<file path="src/rtl/audio_sample_fetch.sv">
// rtl/audio_sample_fetch.sv - streams a block of samples from a 1-cycle-latency memory through a small FIFO
module audio_sample_fetch #(
  parameter int width = 16,
  parameter int depth = 4
) (
  input  logic             clock,
  input  logic             reset,
  input  logic             start,
  input  logic             stop,
  input  logic [15:0]      base_addr,
  input  logic [15:0]      length,
  input  logic             loop,
  output logic [15:0]      rdaddress,
  input  logic [width-1:0] q,
  output logic [width-1:0] sample_out,
  output logic             sample_valid,
  input  logic             sample_ready,
  output logic             busy,
  output logic             done
);

  localparam int aw = $clog2(depth);
  typedef logic [aw-1:0] ptr_t;
  typedef logic [aw:0]   cnt_t;
  localparam cnt_t full_level = cnt_t'(depth);

  typedef enum logic [1:0] {IDLE, FETCH, DRAIN} state_t;
  state_t state, state_next;

  logic [15:0]      addr, last_addr, issued, base_r, length_r;
  logic             loop_r, inflight, zero_done;
  logic [width-1:0] fifo_mem [depth];
  ptr_t             wr_ptr, rd_ptr;
  cnt_t             fifo_count, credit_used;
  logic [15:0]      issued_next;
  logic             pass_end, issue, accept_start, drain_done, push, pop;

  // A read in flight already owns a FIFO slot, so it counts against the credit.
  assign credit_used = fifo_count + cnt_t'(inflight);
  assign issued_next = issued + 16'd1;
  assign pass_end    = (issued_next == length_r);

  always_ff @(posedge clock) begin
    if (reset) state <= IDLE;
    else       state <= state_next;
  end

  always_comb begin
    state_next   = state;
    issue        = 1'b0;
    accept_start = 1'b0;
    drain_done   = 1'b0;
    if (stop) begin
      state_next = IDLE;
    end else begin
      case (state)
        IDLE: begin
          if (start) begin
            accept_start = 1'b1;
            if (length != 16'd0) state_next = FETCH;
          end
        end
        FETCH: begin
          if (credit_used < full_level) begin
            issue = 1'b1;
            if (pass_end && !loop_r) state_next = DRAIN;
          end
        end
        DRAIN: begin
          if (fifo_count == '0 && !inflight) begin
            drain_done = 1'b1;
            state_next = IDLE;
          end
        end
        default: state_next = IDLE;
      endcase
    end
  end

  assign push = inflight;
  assign pop  = sample_valid && sample_ready;

  always_ff @(posedge clock) begin
    if (reset) begin
      addr       <= '0;
      last_addr  <= '0;
      issued     <= '0;
      base_r     <= '0;
      length_r   <= '0;
      loop_r     <= 1'b0;
      inflight   <= 1'b0;
      zero_done  <= 1'b0;
      wr_ptr     <= '0;
      rd_ptr     <= '0;
      fifo_count <= '0;
    end else begin
      zero_done <= accept_start && (length == 16'd0);
      inflight  <= issue;
      if (accept_start) begin
        base_r   <= base_addr;
        length_r <= length;
        loop_r   <= loop;
        addr     <= base_addr;
        issued   <= '0;
      end
      if (issue) begin
        last_addr <= addr;
        if (pass_end && loop_r) begin
          addr   <= base_r;
          issued <= '0;
        end else begin
          addr   <= addr + 16'd1;
          issued <= issued_next;
        end
      end
      if (stop) begin
        wr_ptr     <= '0;
        rd_ptr     <= '0;
        fifo_count <= '0;
      end else begin
        if (push) wr_ptr <= wr_ptr + ptr_t'(1);
        if (pop)  rd_ptr <= rd_ptr + ptr_t'(1);
        if (push && !pop)      fifo_count <= fifo_count + cnt_t'(1);
        else if (pop && !push) fifo_count <= fifo_count - cnt_t'(1);
      end
    end
  end

  always_ff @(posedge clock) begin
    if (push) fifo_mem[wr_ptr] <= q;
  end

  // Head is forced to zero while empty so stale entries never leak out after reset/stop.
  assign sample_valid = (fifo_count != '0);
  assign sample_out   = sample_valid ? fifo_mem[rd_ptr] : '0;
  assign rdaddress    = issue ? addr : last_addr;
  assign busy         = (state != IDLE);
  assign done         = zero_done | drain_done;

endmodule
</file>
<file path="config.mk">
export PLATFORM = sky130hd
export DESIGN_NAME = audio_sample_fetch
export DESIGN_NICKNAME = d
export VERILOG_FILES = /design/src/rtl/audio_sample_fetch.sv
export SDC_FILE = /design/constraint.sdc
export NUM_CORES = 1
export LEC_CHECK = 0
export CAP_MARGIN = 10
export CORE_UTILIZATION = 50
export CTS_CLUSTER_DIAMETER = 120
export DETAILED_ROUTE_END_ITERATION = 8
export PLACE_DENSITY = 0.76
export SLEW_MARGIN = 25
export SYNTH_ARGS = -nofsm -noshare
export SYNTH_HDL_FRONTEND = slang
export SYNTH_SLANG_ARGS = --single-unit
</file>
<file path="constraint.sdc">
create_clock -name clock -period 2.3 [get_ports clock]
set_input_delay 0.46 -clock clock [delete_from_list [all_inputs] [get_ports clock]]
set_output_delay 0.46 -clock clock [all_outputs]
set_load 0.02 [all_outputs]
</file>
# Yosys cells after proc, flatten, opt, wreduce, memory -nomap -nowiden
# Memory sizes are Yosys's and may differ from the RTL's. A register that Yosys moved wholly into a read port is not among the register bits.
# Cells that the tools add are included.
[classes]
n_bitwise = 1
order_cmp = 1
reduce_logical = 20
n_eq_ne = 8
n_mux = 29
n_addsub = 7
[ops]
columns = ["operator", "count"]
rows = [
  ["16-bit 2-to-1 mux", 8],
  ["16-bit by 1-bit adder with 16-bit output, second input constant", 2],
  ["16-bit == test", 1],
  ["16-bit logical NOT", 1],
  ["16-bit nonzero test", 1],
  ["2-bit 2-to-1 mux", 7],
  ["1-bit 2-to-1 mux", 11],
  ["2-bit != test, second input constant", 5],
  ["1-bit logical AND", 7],
  ["3-bit 2-to-1 mux", 2],
  ["2-bit case mux with 3 select lines", 1],
  ["2-bit nonzero test", 3],
  ["5-bit AND reduction", 1],
  ["2-bit by 1-bit adder with 2-bit output, second input constant", 2],
  ["3-bit by 1-bit adder with 3-bit output", 1],
  ["3-bit by 1-bit adder with 3-bit output, second input constant", 1],
  ["1-bit logical NOT", 3],
  ["3-bit logical NOT", 1],
  ["3-bit less-than comparator, second input constant", 1],
  ["3-bit nonzero test", 1],
  ["3-bit by 1-bit subtractor with 3-bit output, second input constant", 1],
  ["2-bit by 1-bit == test with 1-bit output, second input constant", 1],
  ["2-bit == test, second input constant", 1],
  ["2-bit logical NOT", 1],
  ["other kinds (2)", 2],
]
[word_totals]
wordCells = 79
regBits = 92
in_bits = 54
ram_bits = 64
memories = 1
[mem_list]
columns = ["name", "depth", "word_bits", "read_ports", "rd_clocked_by_memory_dff", "write_ports", "line_no", "text"]
rows = [
  ["fifo_mem", 4, 16, 1, 1, 1, "32", "logic [width-1:0] fifo_mem [depth];"],
]

# Depth between registers and ports, before layout
[logic_depth]
ltp_word = 6
mapped_depth = 10
depth_no_buf = 8

# Worst setup path after synthesis
# OpenSTA, ideal clock, no wires.
[synth_timing]
kind = "register -> output"
start = "reg fifo_count[1]"
end = "out rdaddress[13]"
t_arrival_ps = 2128
path_slack_ps = -288
path_stages_with_launch = 8
n_path_buf = 2
cell_sequence = "dfxtp_1 nand3_1 xnor2_1 or3_1 or2_2 buf_2 clkbuf_1 o21ai_0"
[synth_via]
elab_chain_cells = 6
[synth_lines]
columns = ["item", "line_no", "text"]
rows = [
  ["start, declared", "34", "cnt_t fifo_count, credit_used;"],
  ["start signal, assigned", "123", "if (push && !pop) fifo_count <= fifo_count + cnt_t'(1);"],
  ["start signal, assigned", "124", "else if (pop && !push) fifo_count <= fifo_count - cnt_t'(1);"],
  ["3-bit by 1-bit adder with 3-bit output", "39", "assign credit_used = fifo_count + cnt_t'(inflight);"],
  ["3-bit less-than comparator", "64", "if (credit_used < full_level) begin"],
  ["1-bit 2-to-1 mux", "64", ""],
  ["1-bit 2-to-1 mux", "56", "case (state)"],
  ["1-bit 2-to-1 mux", "53", "if (stop) begin"],
  ["16-bit 2-to-1 mux", "-", ""],
  ["end, declared", "13", "output logic [15:0] rdaddress,"],
]
# Every way passes these cells.

# Final worst setup path
[layout_timing]
start = "reg fifo_count[1]"
end = "out rdaddress[0]"
# Same word-level chain as after synthesis.

==> flow_summary.html <==
<table>
<tr><th>Metric</th><th>Value</th></tr>
<tr><th colspan="2">Route</th></tr>
<tr><td>Detailed-route vias per instance</td><td>5.86</td></tr>
<tr><td>Detailed router's first-iteration violation count</td><td>between 400 and 500</td></tr>
<tr><td>Routed vias</td><td>between 6,000 and 7,000</td></tr>
<tr><td>Detailed-route wire length per cell</td><td>approximately 18 um</td></tr>
<tr><td>DRT Wirelength</td><td>19.6 mm</td></tr>
<tr><td>Number of nets with antenna violations after detailed routing</td><td>0</td></tr>
<tr><td>Pre-Repair DR Iteration Count</td><td>5</td></tr>
<tr><td>Residual DRC count</td><td>0</td></tr>
<tr><th colspan="2">STA</th></tr>
<tr><td>Hold Fails Final Rpt</td><td>0</td></tr>
<tr><td>Tcrit/Tclk final</td><td>114%</td></tr>
<tr><td>Setup total negative slack</td><td>-11.49 ns</td></tr>
<tr><td>Worst Max-Slew Pin Slew</td><td>0.846 ns</td></tr>
<tr><td>Number of max-slew violations in the final report</td><td>0</td></tr>
<tr><td>Worst setup skew after layout</td><td>approximately 0.0074 ns</td></tr>
<tr><td>Final Critical Period</td><td>~2.6 ns</td></tr>
<tr><td>Setup WS post-layout</td><td>-0.329 ns</td></tr>
<tr><td>Number of endpoints failing setup at the final stage</td><td>67</td></tr>
<tr><td>Headroom to the max-slew limit</td><td>~44%</td></tr>
<tr><td>Max Clk Rate</td><td>0.380 GHz</td></tr>
<tr><td>Setup repair after global routing missed its margin</td><td>yes</td></tr>
<tr><th colspan="2">Synth</th></tr>
<tr><td>Netlist area before placement</td><td>7340 um^2</td></tr>
<tr><td>Post-synthesis sequential element count</td><td>around 160</td></tr>
<tr><td>Portion of synthesized cell area occupied by the leading cell type</td><td>a little over a quarter</td></tr>
<tr><td>Gate Count Post-Synth</td><td>731</td></tr>
<tr><td>Largest cells by area after synthesis</td><td>sky130_fd_sc_hd__edfxtp_1 (26%), sky130_fd_sc_hd__dfxtp_1 (26%), sky130_fd_sc_hd__nand2_1 (7.7%)</td></tr>
<tr><td>Top_reg_cell synth</td><td>sky130_fd_sc_hd__dfxtp_1</td></tr>
<tr><td>Post-Synth XOR/XNOR Area</td><td>slightly above 5%</td></tr>
<tr><td>Share of flip-flops with an asynchronous set or reset</td><td>0%</td></tr>
<tr><td>Adder-cell share of the synthesized area</td><td>under 10%</td></tr>
<tr><td>Synth area leader</td><td>sky130_fd_sc_hd__edfxtp_1</td></tr>
<tr><td>Multiplexer fraction of the synthesized cell area</td><td>5.88%</td></tr>
<tr><td>Ys Warns</td><td>0</td></tr>
<tr><td>Main combinational cell family by area after synthesis</td><td>simple AND/OR/NAND/NOR gates</td></tr>
<tr><td>Average footprint of a synthesized cell</td><td>10.0 um^2</td></tr>
<tr><td>EDFF count, synth</td><td>64</td></tr>
<tr><td>Total nets after synthesis</td><td>just under 800</td></tr>
<tr><td>Compound-cell area share of the yosys netlist</td><td>a little under an eighth</td></tr>
<tr><td>Seq/Total Area, Yosys</td><td>around half</td></tr>
<tr><td>Share of synthesized cell area in and, or, nand and nor gates</td><td>20.6%</td></tr>
<tr><td>Number of unique standard cell types used by synthesis</td><td>62</td></tr>
<tr><th colspan="2">Setup path</th></tr>
<tr><td>Critical-path maximum fanout</td><td>13</td></tr>
<tr><td>Crit path DAT</td><td>roughly 2.2 ns</td></tr>
<tr><td>R2R setup slack</td><td>-0.23 ns</td></tr>
<tr><td>Worst setup path start</td><td>fifo_count[1]</td></tr>
<tr><td>Start-to-end type of the worst setup path</td><td>flip-flop to output pin</td></tr>
<tr><td>Worst R2R Start</td><td>issued[1]</td></tr>
<tr><td>Number of cells on the worst reg-to-reg path</td><td>12</td></tr>
<tr><td>Kind of start point of the critical path</td><td>flip-flop</td></tr>
<tr><td>Required time of the critical path</td><td>approximately 1.8 ns</td></tr>
<tr><td>Element type at the critical path end</td><td>output pin</td></tr>
<tr><th colspan="2">Finish</th></tr>
<tr><td>FF+latch area</td><td>roughly 3800 um^2</td></tr>
<tr><td>Area grow syn2layout</td><td>39.5%</td></tr>
<tr><td>Post-route design area</td><td>10,200 um^2</td></tr>
<tr><td>Leading cell type in the layout, fill and taps excluded</td><td>sky130_fd_sc_hd__nand2_1</td></tr>
<tr><td>Antenna diode instance count</td><td>0</td></tr>
<tr><td>Commonest non-fill, non-tap cells in the layout</td><td>sky130_fd_sc_hd__nand2_1 (134), sky130_fd_sc_hd__dfxtp_1 (80), sky130_fd_sc_hd__buf_4 (69)</td></tr>
<tr><td>Number of filler cells placed in the layout</td><td>950</td></tr>
<tr><td>Multi-input gate area</td><td>3690 um^2</td></tr>
<tr><td>NumNets Final</td><td>about 940</td></tr>
<tr><td>Share of final-layout standard cells stronger than drive strength 1</td><td>30.2%</td></tr>
<tr><th colspan="2">Place</th></tr>
<tr><td>Placed wire-length estimate after detailed placement</td><td>approximately 12 mm</td></tr>
<tr><td>Placed standard-cell area</td><td>between 8000 and 9000 um^2</td></tr>
<tr><td>Final weighted congestion in routability-driven placement</td><td>roughly 0.93</td></tr>
<tr><td>Number of buffer cells added on primary ports</td><td>a little under 90</td></tr>
<tr><th colspan="2">Floorplan</th></tr>
<tr><td>Effective utilization at floorplan</td><td>52.0%</td></tr>
<tr><td>Core Area</td><td>about 14,000 um^2</td></tr>
<tr><td>Row cnt</td><td>43</td></tr>
<tr><td>X dimension of the die</td><td>around 120 um</td></tr>
<tr><td>Die area</td><td>between 15,000 and 20,000 um^2</td></tr>
<tr><td>IO Count</td><td>89</td></tr>
<tr><td>Die Span Y</td><td>roughly 120 um</td></tr>
<tr><th colspan="2">Global routing</th></tr>
<tr><td>Overall Global Routing Usage</td><td>26.3%</td></tr>
<tr><td>Total congestion overflow after global routing</td><td>0</td></tr>
<tr><td>First-pass GRT wire length</td><td>around 30 mm</td></tr>
<tr><td>Vias in the first global route</td><td>6,101</td></tr>
<tr><td>Largest net degree at the start of global routing</td><td>between 50 and 60</td></tr>
<tr><td>Initial antenna violation count</td><td>0</td></tr>
<tr><th colspan="2">Power and ir drop</th></tr>
<tr><td>IR drop worst, VDD</td><td>slightly above 0.5 mV</td></tr>
<tr><td>Share of total power in sequential cells</td><td>between 40% and 50%</td></tr>
<tr><td>Internal Dissipation</td><td>between 0.004 and 0.005 W</td></tr>
<tr><td>Net Sw Frac</td><td>about a quarter</td></tr>
<tr><td>Leak Pwr</td><td>approximately 3.7 nW</td></tr>
<tr><td>Total power consumption of the routed design</td><td>0.00632 W</td></tr>
<tr><td>Power per standard cell area</td><td>between 600 and 700 nW/um^2</td></tr>
<tr><td>Psw</td><td>0.00154 W</td></tr>
<tr><td>Clk network pwr share</td><td>between 40% and 50%</td></tr>
<tr><td>Combinational Power Share</td><td>roughly 9%</td></tr>
<tr><th colspan="2">Clock tree</th></tr>
<tr><td>Number of clock sinks seen by CTS</td><td>between 150 and 200</td></tr>
<tr><td>Clock edge transition at the registers on the reported setup and hold paths</td><td>0.06 ns</td></tr>
<tr><td>Clock root cell</td><td>sky130_fd_sc_hd__clkbuf_16</td></tr>
<tr><td>Worst-skew pair later-pin latency</td><td>~0.43 ns</td></tr>
<tr><td>Total number of H-tree levels</td><td>4</td></tr>
<tr><td>Number of buffers inserted for hold repair after clock tree synthesis</td><td>0</td></tr>
<tr><td>TritonCTS clock tree</td><td>done</td></tr>
<tr><td>CTS Buf Count</td><td>17</td></tr>
<tr><td>Max Root-Sink Buffers</td><td>2</td></tr>
<tr><th colspan="2">Worst hold path</th></tr>
<tr><td>Worst hold path startpoint</td><td>base_r[8]</td></tr>
<tr><td>WHS Path Cells</td><td>2</td></tr>
<tr><td>Worst Hold Class</td><td>flip-flop to flip-flop</td></tr>
<tr><th colspan="2">Run status</th></tr>
<tr><td>Result of the run</td><td>complete, but fails checks</td></tr>
<tr><td>Failing checks</td><td>negative setup slack</td></tr>
<tr><th colspan="2">Run</th></tr>
<tr><td>Number of maximum-capacitance constraint violations</td><td>0</td></tr>
</table>
==> registers in the layout, indices dropped and copies added, names as in the netlist, 3 cells and up, named ones only <==
signal,flops
length_r,16
addr,16
issued,16
last_addr,16
fifo_count,3
fifo_mem,64
base_r,16
==> path summary, 6_finish.rpt <==
kind	to
worst max-delay path	rdaddress[0]
worst min-delay path	base_r[8]
worst max register to register	issued[6]
worst min register to register	base_r[8]
==> critical path, cell delays in order, from the launching register on <==
cell                      delay [ns]
sky130_fd_sc_hd__dfxtp_4        0.36
sky130_fd_sc_hd__nand3_2        0.11
sky130_fd_sc_hd__xnor2_2        0.17
sky130_fd_sc_hd__or3_4          0.36
sky130_fd_sc_hd__or2_4          0.27
sky130_fd_sc_hd__buf_12         0.15
sky130_fd_sc_hd__a21o_1         0.18
sky130_fd_sc_hd__buf_2          0.15
==> routing by layer <==
metal	up-vias	share of wire (%)	track usage, %
met5	-	0	0
met3	31	6.1	5.21
met1	3050	41	31.4
met4	0	1.6	10.8
li1	2932	-	-
met2	279	51	46.1
==> cells by family (layout without fill, tap and decap cells) <==
kind of cell	after synthesis	count (layout)
flip-flops	158	158
multiplexers	23	23
AO/OA/AOI/OAI	128	128
XOR/XNOR	39	39
AND/OR/NAND/NOR	312	313
buffers and inverters	63	225
adder cells (fa/ha/maj)	8	8
==> cells in the mapped netlist, types with 5 or more instances <==
cell type,number
sky130_fd_sc_hd__edfxtp_1,64
sky130_fd_sc_hd__a31oi_1,22
sky130_fd_sc_hd__mux2i_1,6
sky130_fd_sc_hd__buf_2,10
sky130_fd_sc_hd__mux4_2,16
sky130_fd_sc_hd__o21ai_0,8
sky130_fd_sc_hd__o311a_1,13
sky130_fd_sc_hd__and2_1,22
sky130_fd_sc_hd__xor2_1,16
sky130_fd_sc_hd__o211ai_1,5
sky130_fd_sc_hd__nand4_1,11
sky130_fd_sc_hd__nand3_1,37
sky130_fd_sc_hd__ha_1,7
sky130_fd_sc_hd__clkbuf_1,34
sky130_fd_sc_hd__dfxtp_1,94
sky130_fd_sc_hd__nor4_1,8
sky130_fd_sc_hd__nor2b_1,11
sky130_fd_sc_hd__nor2_1,30
sky130_fd_sc_hd__xnor2_1,20
sky130_fd_sc_hd__a21oi_1,54
sky130_fd_sc_hd__inv_1,12
sky130_fd_sc_hd__nand2_1,150
sky130_fd_sc_hd__or3_1,7
sky130_fd_sc_hd__nor3_1,8
sky130_fd_sc_hd__and3_1,7
==> per-stage QoR <==
| stage | std cells | util (%) | setup WS (ns) | hold WS, ns |
|---|---|---|---|---|
| finish | 1074 | 72.6 | -0.329 | 0.460 |
| global route | 1074 | 72.6 | -0.380 | 0.479 |
| CTS | 1066 | 71.1 | -0.262 | 0.455 |
| detailed placement | 1019 | 63.1 | -0.462 | 0.448 |
| global placement | 1019 | 63.1 | -0.501 | 0.442 |
| floorplan | 731 | - | -0.00598 | 0.436 |
==> what timing repair did <==
item / in CTS / in global routing
cloned: 9 / 1
endpoints found under the setup margin: 69 / 69
buffers inserted: 6 / 11
resized for setup: 199 / 38
pin swaps: 22 / 31
==> power by group through the flow <==
stage	sequential (W)	clock [W]	combinational, W
floorplan	0.00307	0	0.000273
global placement	0.00308	0	0.000497
detailed placement	0.00308	0	0.000511
CTS	0.00301	0.00276	0.000541
global route	0.00303	0.00287	0.000614
finish	0.00302	0.00273	0.000570
==> cell type report <==
cell class,count,area share [%]
clock buffer,18,4.29
clock inverter,14,1.33
inverter,12,0.440
sequential,158,37.5
timing repair buffer,181,18.1
multi-input combinational,511,36.1
tap,180,2.20
No activity file was read; power rests on OpenSTA's default activity.
